--- src/rtl/lstm_gate_act_sequencer.sv ---
// lstm_gate_act_sequencer: serialises four LSTM gate pre-activations through one shared activation unit
module lstm_gate_act_sequencer #(
  parameter int WIDTH   = 16,
  parameter int FRAC_SZ = 10,
  parameter int TIMEOUT = 64
) (
  input  logic             clk,
  input  logic             reset,
  input  logic             start,
  input  logic [WIDTH-1:0] z_i,
  input  logic [WIDTH-1:0] z_f,
  input  logic [WIDTH-1:0] z_g,
  input  logic [WIDTH-1:0] z_o,
  output logic             act_start,
  output logic [WIDTH-1:0] act_z,
  output logic             act_select,
  input  logic [WIDTH-1:0] act_result,
  input  logic             act_done,
  output logic [WIDTH-1:0] i_gate,
  output logic [WIDTH-1:0] f_gate,
  output logic [WIDTH-1:0] g_gate,
  output logic [WIDTH-1:0] o_gate,
  output logic             valid,
  output logic             busy,
  output logic             err
);
  localparam int CW = $clog2(TIMEOUT + 1);
  typedef enum logic [2:0] {IDLE, ISSUE, WAIT, GAP, OUT} state_t;
  state_t state, state_n;
  logic [1:0] idx, idx_n;
  logic [CW-1:0] cnt;
  logic [WIDTH-1:0] zr [4];
  logic [WIDTH-1:0] res [4];
  logic accept, hit, tmo, adv;
  if (FRAC_SZ >= WIDTH) begin : g_fmt_chk
    $error("FRAC_SZ must be smaller than WIDTH");
  end
  assign act_start = state == ISSUE;
  assign valid = state == OUT;
  assign busy = state != IDLE;
  assign i_gate = res[0];
  assign f_gate = res[1];
  assign g_gate = res[2];
  assign o_gate = res[3];
  // next-state decode plus the capture/timeout/advance strobes; act_done wins over a same-cycle timeout
  always_comb begin
    accept = state == IDLE && start;
    hit = state == WAIT && act_done;
    tmo = state == WAIT && !act_done && cnt == CW'(TIMEOUT - 1);
    adv = state == GAP && idx != 2'd3;
    idx_n = idx + 2'd1;
    state_n = state;
    case (state)
      IDLE:    state_n = start ? ISSUE : IDLE;
      ISSUE:   state_n = WAIT;
      WAIT:    state_n = (act_done || tmo) ? GAP : WAIT;
      GAP:     state_n = adv ? ISSUE : OUT;
      default: state_n = IDLE;
    endcase
  end
  // state register
  always_ff @(posedge clk or posedge reset) begin
    if (reset) state <= IDLE;
    else state <= state_n;
  end
  // operand hold registers, per-gate results, gate index, timeout counter and sticky error
  always_ff @(posedge clk or posedge reset) begin
    if (reset) begin
      idx <= '0;
      cnt <= '0;
      act_z <= '0;
      act_select <= 1'b0;
      err <= 1'b0;
      zr <= '{default: '0};
      res <= '{default: '0};
    end else begin
      cnt <= state == WAIT ? cnt + 1'b1 : '0;
      if (accept) begin
        zr <= '{z_i, z_f, z_g, z_o};
        idx <= '0;
        act_z <= z_i;
        act_select <= 1'b1;
        err <= 1'b0;
      end
      if (adv) begin
        idx <= idx_n;
        act_z <= zr[idx_n];
        act_select <= idx_n != 2'd2;
      end
      if (hit || tmo) res[idx] <= hit ? act_result : '0;
      if (tmo) err <= 1'b1;
    end
  end
endmodule

--- config.mk ---
export PLATFORM = sky130hd
export DESIGN_NAME = lstm_gate_act_sequencer
export DESIGN_NICKNAME = d
export VERILOG_FILES = /design/src/rtl/lstm_gate_act_sequencer.sv
export SDC_FILE = /design/constraint.sdc
export NUM_CORES = 1
export LEC_CHECK = 0
export ABC_CLOCK_PERIOD_IN_PS = 13500
export CAP_MARGIN = 20
export CORE_UTILIZATION = 50
export CTS_CLUSTER_SIZE = 24
export DETAILED_ROUTE_END_ITERATION = 8
export PLACE_DENSITY = 0.91
export SYNTH_ARGS = -nofsm -noshare
export SYNTH_HDL_FRONTEND = slang
export SYNTH_SLANG_ARGS = --single-unit
export TNS_END_PERCENT = 30
--- constraint.sdc ---
create_clock -name clk -period 13.5 [get_ports clk]
set_input_delay 3.375 -clock clk [delete_from_list [all_inputs] [get_ports clk]]
set_output_delay 3.375 -clock clk [all_outputs]
set_load 0.01 [all_outputs]
Yosys cells after proc, flatten, opt, wreduce, memory -nomap -nowiden

Cells that the tools add are included.

Input port bits: 84
Register bits: 158
Output and inout bits: 85
Word-level logic and storage cells: 61

Multiplexer cells: 20
Bitwise gates (word level): 2
Order comparisons: 3
Add/sub/neg operators: 2
Reduce and logical (&&, ||, !) cells: 13
Equality and inequality tests: 7

Operators by type and width:

| kind                                                     | count |
|---|---|
| 2-to-1 mux 16 bit                                        | 6 |
| bitwise mux 64 bit                                       | 1 |
| binary-select mux 16 bit (select 2 bit)                  | 1 |
| demux 16 bit (select 2 bit)                              | 1 |
| one-hot mux 3 bit (4 select lines)                       | 1 |
| adder 7 x 1 -> 7 bit, second input constant              | 1 |
| equality test 7 x 6 -> 1 bit, second input constant      | 1 |
| 2-to-1 mux 7 bit                                         | 1 |
| equality test 3 x 2 -> 1 bit, second input constant      | 2 |
| greater-or-equal comparator 3 bit, second input constant | 2 |
| logical AND 1 bit                                        | 6 |
| 2-to-1 mux 1 bit                                         | 6 |
| inverter 2 -> 3 bit                                      | 2 |
| 2-to-1 mux 2 bit                                         | 2 |
| != test 2 bit, second input constant                     | 2 |
| nonzero test 2 bit                                       | 2 |
| equality test 3 x 1 -> 1 bit, second input constant      | 1 |
| equality test 3 bit, second input constant               | 1 |
| logical NOT 3 bit                                        | 1 |
| < comparator 3 x 1 -> 1 bit, second input constant       | 1 |
| 2-to-1 mux 3 bit                                         | 1 |
| nonzero test 3 bit                                       | 1 |
| adder 2 x 1 -> 2 bit, second input constant              | 1 |
| logical OR 1 bit                                         | 2 |
| logical NOT 1 bit                                        | 1 |

Logic depth before layout (Yosys ltp)

Depth after elaboration: 6
Gate-level depth with buffers: 9
Gate-level depth less buffers: 5

Least setup slack after synthesis

Ideal clock, no wire load.

Path kind: input port to flip-flop
From: input port start
To: register zr[10] (netlist name)
Slack: 8.959 ns
Data required time: 13.375 ns
Stages: 4
Arrival time: 4.416 ns
Cell sequence: nor4b_1 buf_2 buf_2 mux2_2

Longest elaborated chain between the ends: 1

RTL lines:

| item                 | line | source |
|---|---|---|
| start, declared      | 9    | `input logic start,` |
| logical AND 1 bit    | 47   | `accept = state == IDLE && start;` |
| end signal, assigned | 79   | `zr <= '{z_i, z_f, z_g, z_o};` |
| end, declared        | 32   | `logic [WIDTH-1:0] zr [4];` |

Every way passes these cells.
A chain may end at the register's enable or synchronous reset.

Worst setup path after layout

From: input port start
To: register act_z[2]

Longest elaborated chain between the ends: 2

RTL lines:

| item                                | line | source |
|---|---|---|
| logical AND 1 bit                   | 47   |  |
| nonzero test 2 bit (no source line) | -    |  |
| end signal, assigned                | 81   | `act_z <= z_i;` |
| end signal, assigned                | 87   | `act_z <= zr[idx_n];` |
| end, declared                       | 15   | `output logic [WIDTH-1:0] act_z,` |

Every way passes these cells.

==> results by group <==
Routing
  – Routed len/inst: 19.9 µm
  – DRC: 0
  – DRT Pass-1 Iters: 5
  – Routed Antenna Nets: 0
  – Wirelength, routed: 19200 µm
  – DR vias: 5675
  – Drt first-iter violations: 551
  – Via density: 5.88

Setup path
  – Critical path peak fanout: 83
  – Worst path required time: 13.81 ns
  – Setup crit end kind: flip-flop
  – Critical Path Source Type: primary input
  – Kind of critical path: primary input to flip-flop
  – Arrival time at the worst endpoint: 5.67 ns

Place
  – Dpl cells: 931
  – Post-Place Worst Slack: 7.73 ns
  – IO buf count: 168
  – Post-DP HPWL: 12400 µm
  – RePlAce Congestion: 0.840

Final layout
  – Layout cell share with drive strength beyond 1: 16.1%
  – Layout area overhead: 33.0%
  – Fin cells: 965
  – Filler cells: 971
  – Util after Layout: 68.8%
  – Final #Nets: 861
  – Ant diodes: 0
  – Sequential cell area: 3950 µm²
  – Multi-input logic area: 3090 µm²
  – Commonest non-fill, non-tap cell in the layout: clkdlybuf4s50_1
  – Commonest non-fill, non-tap cells in the layout: clkdlybuf4s50_1, dfrtp_1, nand2_1

Clock tree
  – Hold Buf Count CTS: 0
  – Post-cts resize count: 0
  – Clock Tree Root: clkbuf_16
  – Clock transition at the registers of the reported paths: 0.06 ns
  – Worst-Skew Late Latency: 0.43 ns
  – Setup bufs post-CTS: 0
  – CTS tree: built
  – Clock H-tree levels: 4
  – Clock Sink Count: 158
  – Clock Tree Buf Depth: 2
  – Cts bufs inserted: 17

STA
  – Final Max Tran Viols: 0
  – Final setup viols: 0
  – Max Clock Freq: 0.186 GHz
  – RSZ-0062 raised after global routing: false
  – Clock skew: 0.00939 ns
  – Final hold violations: 0
  – Slew margin rel.: 34.5%
  – Transition time of the tightest slew-check pin: 0.983 ns
  – Aggregate negative setup slack: 0 ns
  – Clock period minus worst slack: 5.36 ns
  – Period utilization: 39.7%
  – Final worst slack: 8.14 ns

Yosys
  – Synthesized instance count: 627
  – Dominant synthesized flop cell: dfrtp_1
  – Register bit total from synthesis: 158
  – Total number of yosys warnings: 0
  – Post-Synthesis Cell Area: 7240 µm²
  – Post-Syn Nets: 716
  – Asr flop ratio synth: 100%
  – Synth cell types: 36
  – Syn avg cell area: 11.5 µm²
  – Post-synth EDFFs: 0
  – Seq/Total Area, Yosys: 54.6%

Global route
  – Vias in the first global route: 5641
  – Total track usage: 26.8%
  – First-pass GRT wire length: 30100 µm
  – Initial antenna violation count: 0
  – Total grt overflow: 0
  – Largest net degree at the start of global routing: 96

Power and ir drop
  – Peak supply drop: 0.131 mV
  – PD cells: 227 nW/µm²
  – P_int: 1440 µW
  – NetSw: 746 µW
  – Part of the power in registers: 36.1%
  – LEAKAGE: 0.00397 µW
  – Comb power frac: 43.2%
  – Switching share of total power: 34.2%
  – Clock share of power: 20.6%
  – Total power: 2180 µW

Floorplanning
  – Initial Util: 51.8%
  – Die Width: 122 µm
  – Die Span Y: 122 µm
  – Die area: 15000 µm²
  – I/O Pins: 169
  – Total core area: 14000 µm²
  – Row count: 43

Run status
  – Outcome: completed

Min path
  – Hold crit path type: flip-flop to flip-flop

Job
  – Max_cap viols: 0
power by group through the flow:
stage	Combinational [µW]	Clock [µW]	Sequential [µW]
detailed placement	917	0	788
CTS	927	455	785
global route	1030	476	808
finish	943	450	789
floorplan	595	0	774
global placement	870	0	768
registers in the layout, indices dropped and copies added, names as in the netlist:
register,count
state,3
act_select,1
cnt,7
g_gate,16
o_gate,16
err,1
act_z,16
idx,2
zr,64
i_gate,16
f_gate,16
per-stage QoR:
step | instance area (µm²) | hold slack, ns
final | 9630 | 0.505
after global routing | 9630 | 0.519
after CTS | 9580 | 0.503
after detailed placement | 9030 | 0.494
after global placement | 9030 | 0.469
after floorplan | 7240 | 0.451
worst max-delay path, cell delays in order:
cell and delay, ns:
clkdlybuf4s50_1 0.45, nor4b_2 0.18, buf_4 0.77, nor2_2 0.41
a221o_1 0.40
path summary, 6_finish.rpt:
| kind | start | endpoint | slack, ns | cells after the start |
|---|---|---|---|---|
| setup / recovery | start | act_z[2] | 8.14 | 5 |
| hold / removal | zr[31] | zr[31] | 0.50 | 1 |
| setup reg to reg | state[0] | act_z[2] | 10.90 | 4 |
| hold reg to reg | zr[31] | zr[31] | 0.50 | 1 |
| max in group asynchronous | reset | o_gate[15] | 8.64 | 3 |
| min in group asynchronous | reset | err | 3.47 | 2 |
cell usage after synthesis, drive strengths merged, types with 2 or more instances:
cell type,n,area (µm²)
a221o,16,160
a31oi,64,400
xor2,2,17.5
mux4,16,360
nand3,4,20.0
nor3b,2,15.0
o21ai,66,330
clkbuf,36,144
nor2,7,26.3
nor2b,64,400
inv,5,18.8
and2,16,100
or3,3,18.8
nor4bb,2,20.0
xnor2,2,17.5
a21oi,3,15.0
mux2,65,732
ha,5,62.6
nand2,66,248
buf,16,91.3
dfrtp,158,3950
cell type report:
type / count / share of cell area (%)
Sequential cell: 158 / 41.1
Multi-Input combinational cell: 412 / 32.1
Timing Repair Buffer: 178 / 18.7
Clock buffer: 22 / 4.72
Tap cell: 180 / 2.34
Clock inverter: 10 / 0.935
Inverter: 5 / 0.247
logic make-up after synthesis:
| logic type | Yosys count | share of synthesized area, % |
|---|---|---|
| simple gates | 171 | 12.7 |
| flops | 158 | 54.6 |
| compound gates | 151 | 12.7 |
| mux | 81 | 15.1 |
| buf+inv | 57 | 3.51 |
| fa+ha+maj | 5 | 0.864 |
| xor+xnor | 4 | 0.484 |
routing by layer:
| layer | wire, µm | part of all wire (%) | up-vias | global-route usage (%) |
|---|---|---|---|---|
| li1 | - | - | 2544 | - |
| met3 | 1590 | 8.3 | 30 | 7.20 |
| met1 | 7430 | 39 | 2825 | 32.5 |
| met4 | 348 | 1.8 | 0 | 10.8 |
| met2 | 9810 | 51 | 276 | 45.1 |
| met5 | 0 | 0 | - | 0 |
(Power assumes the default switching activity.)
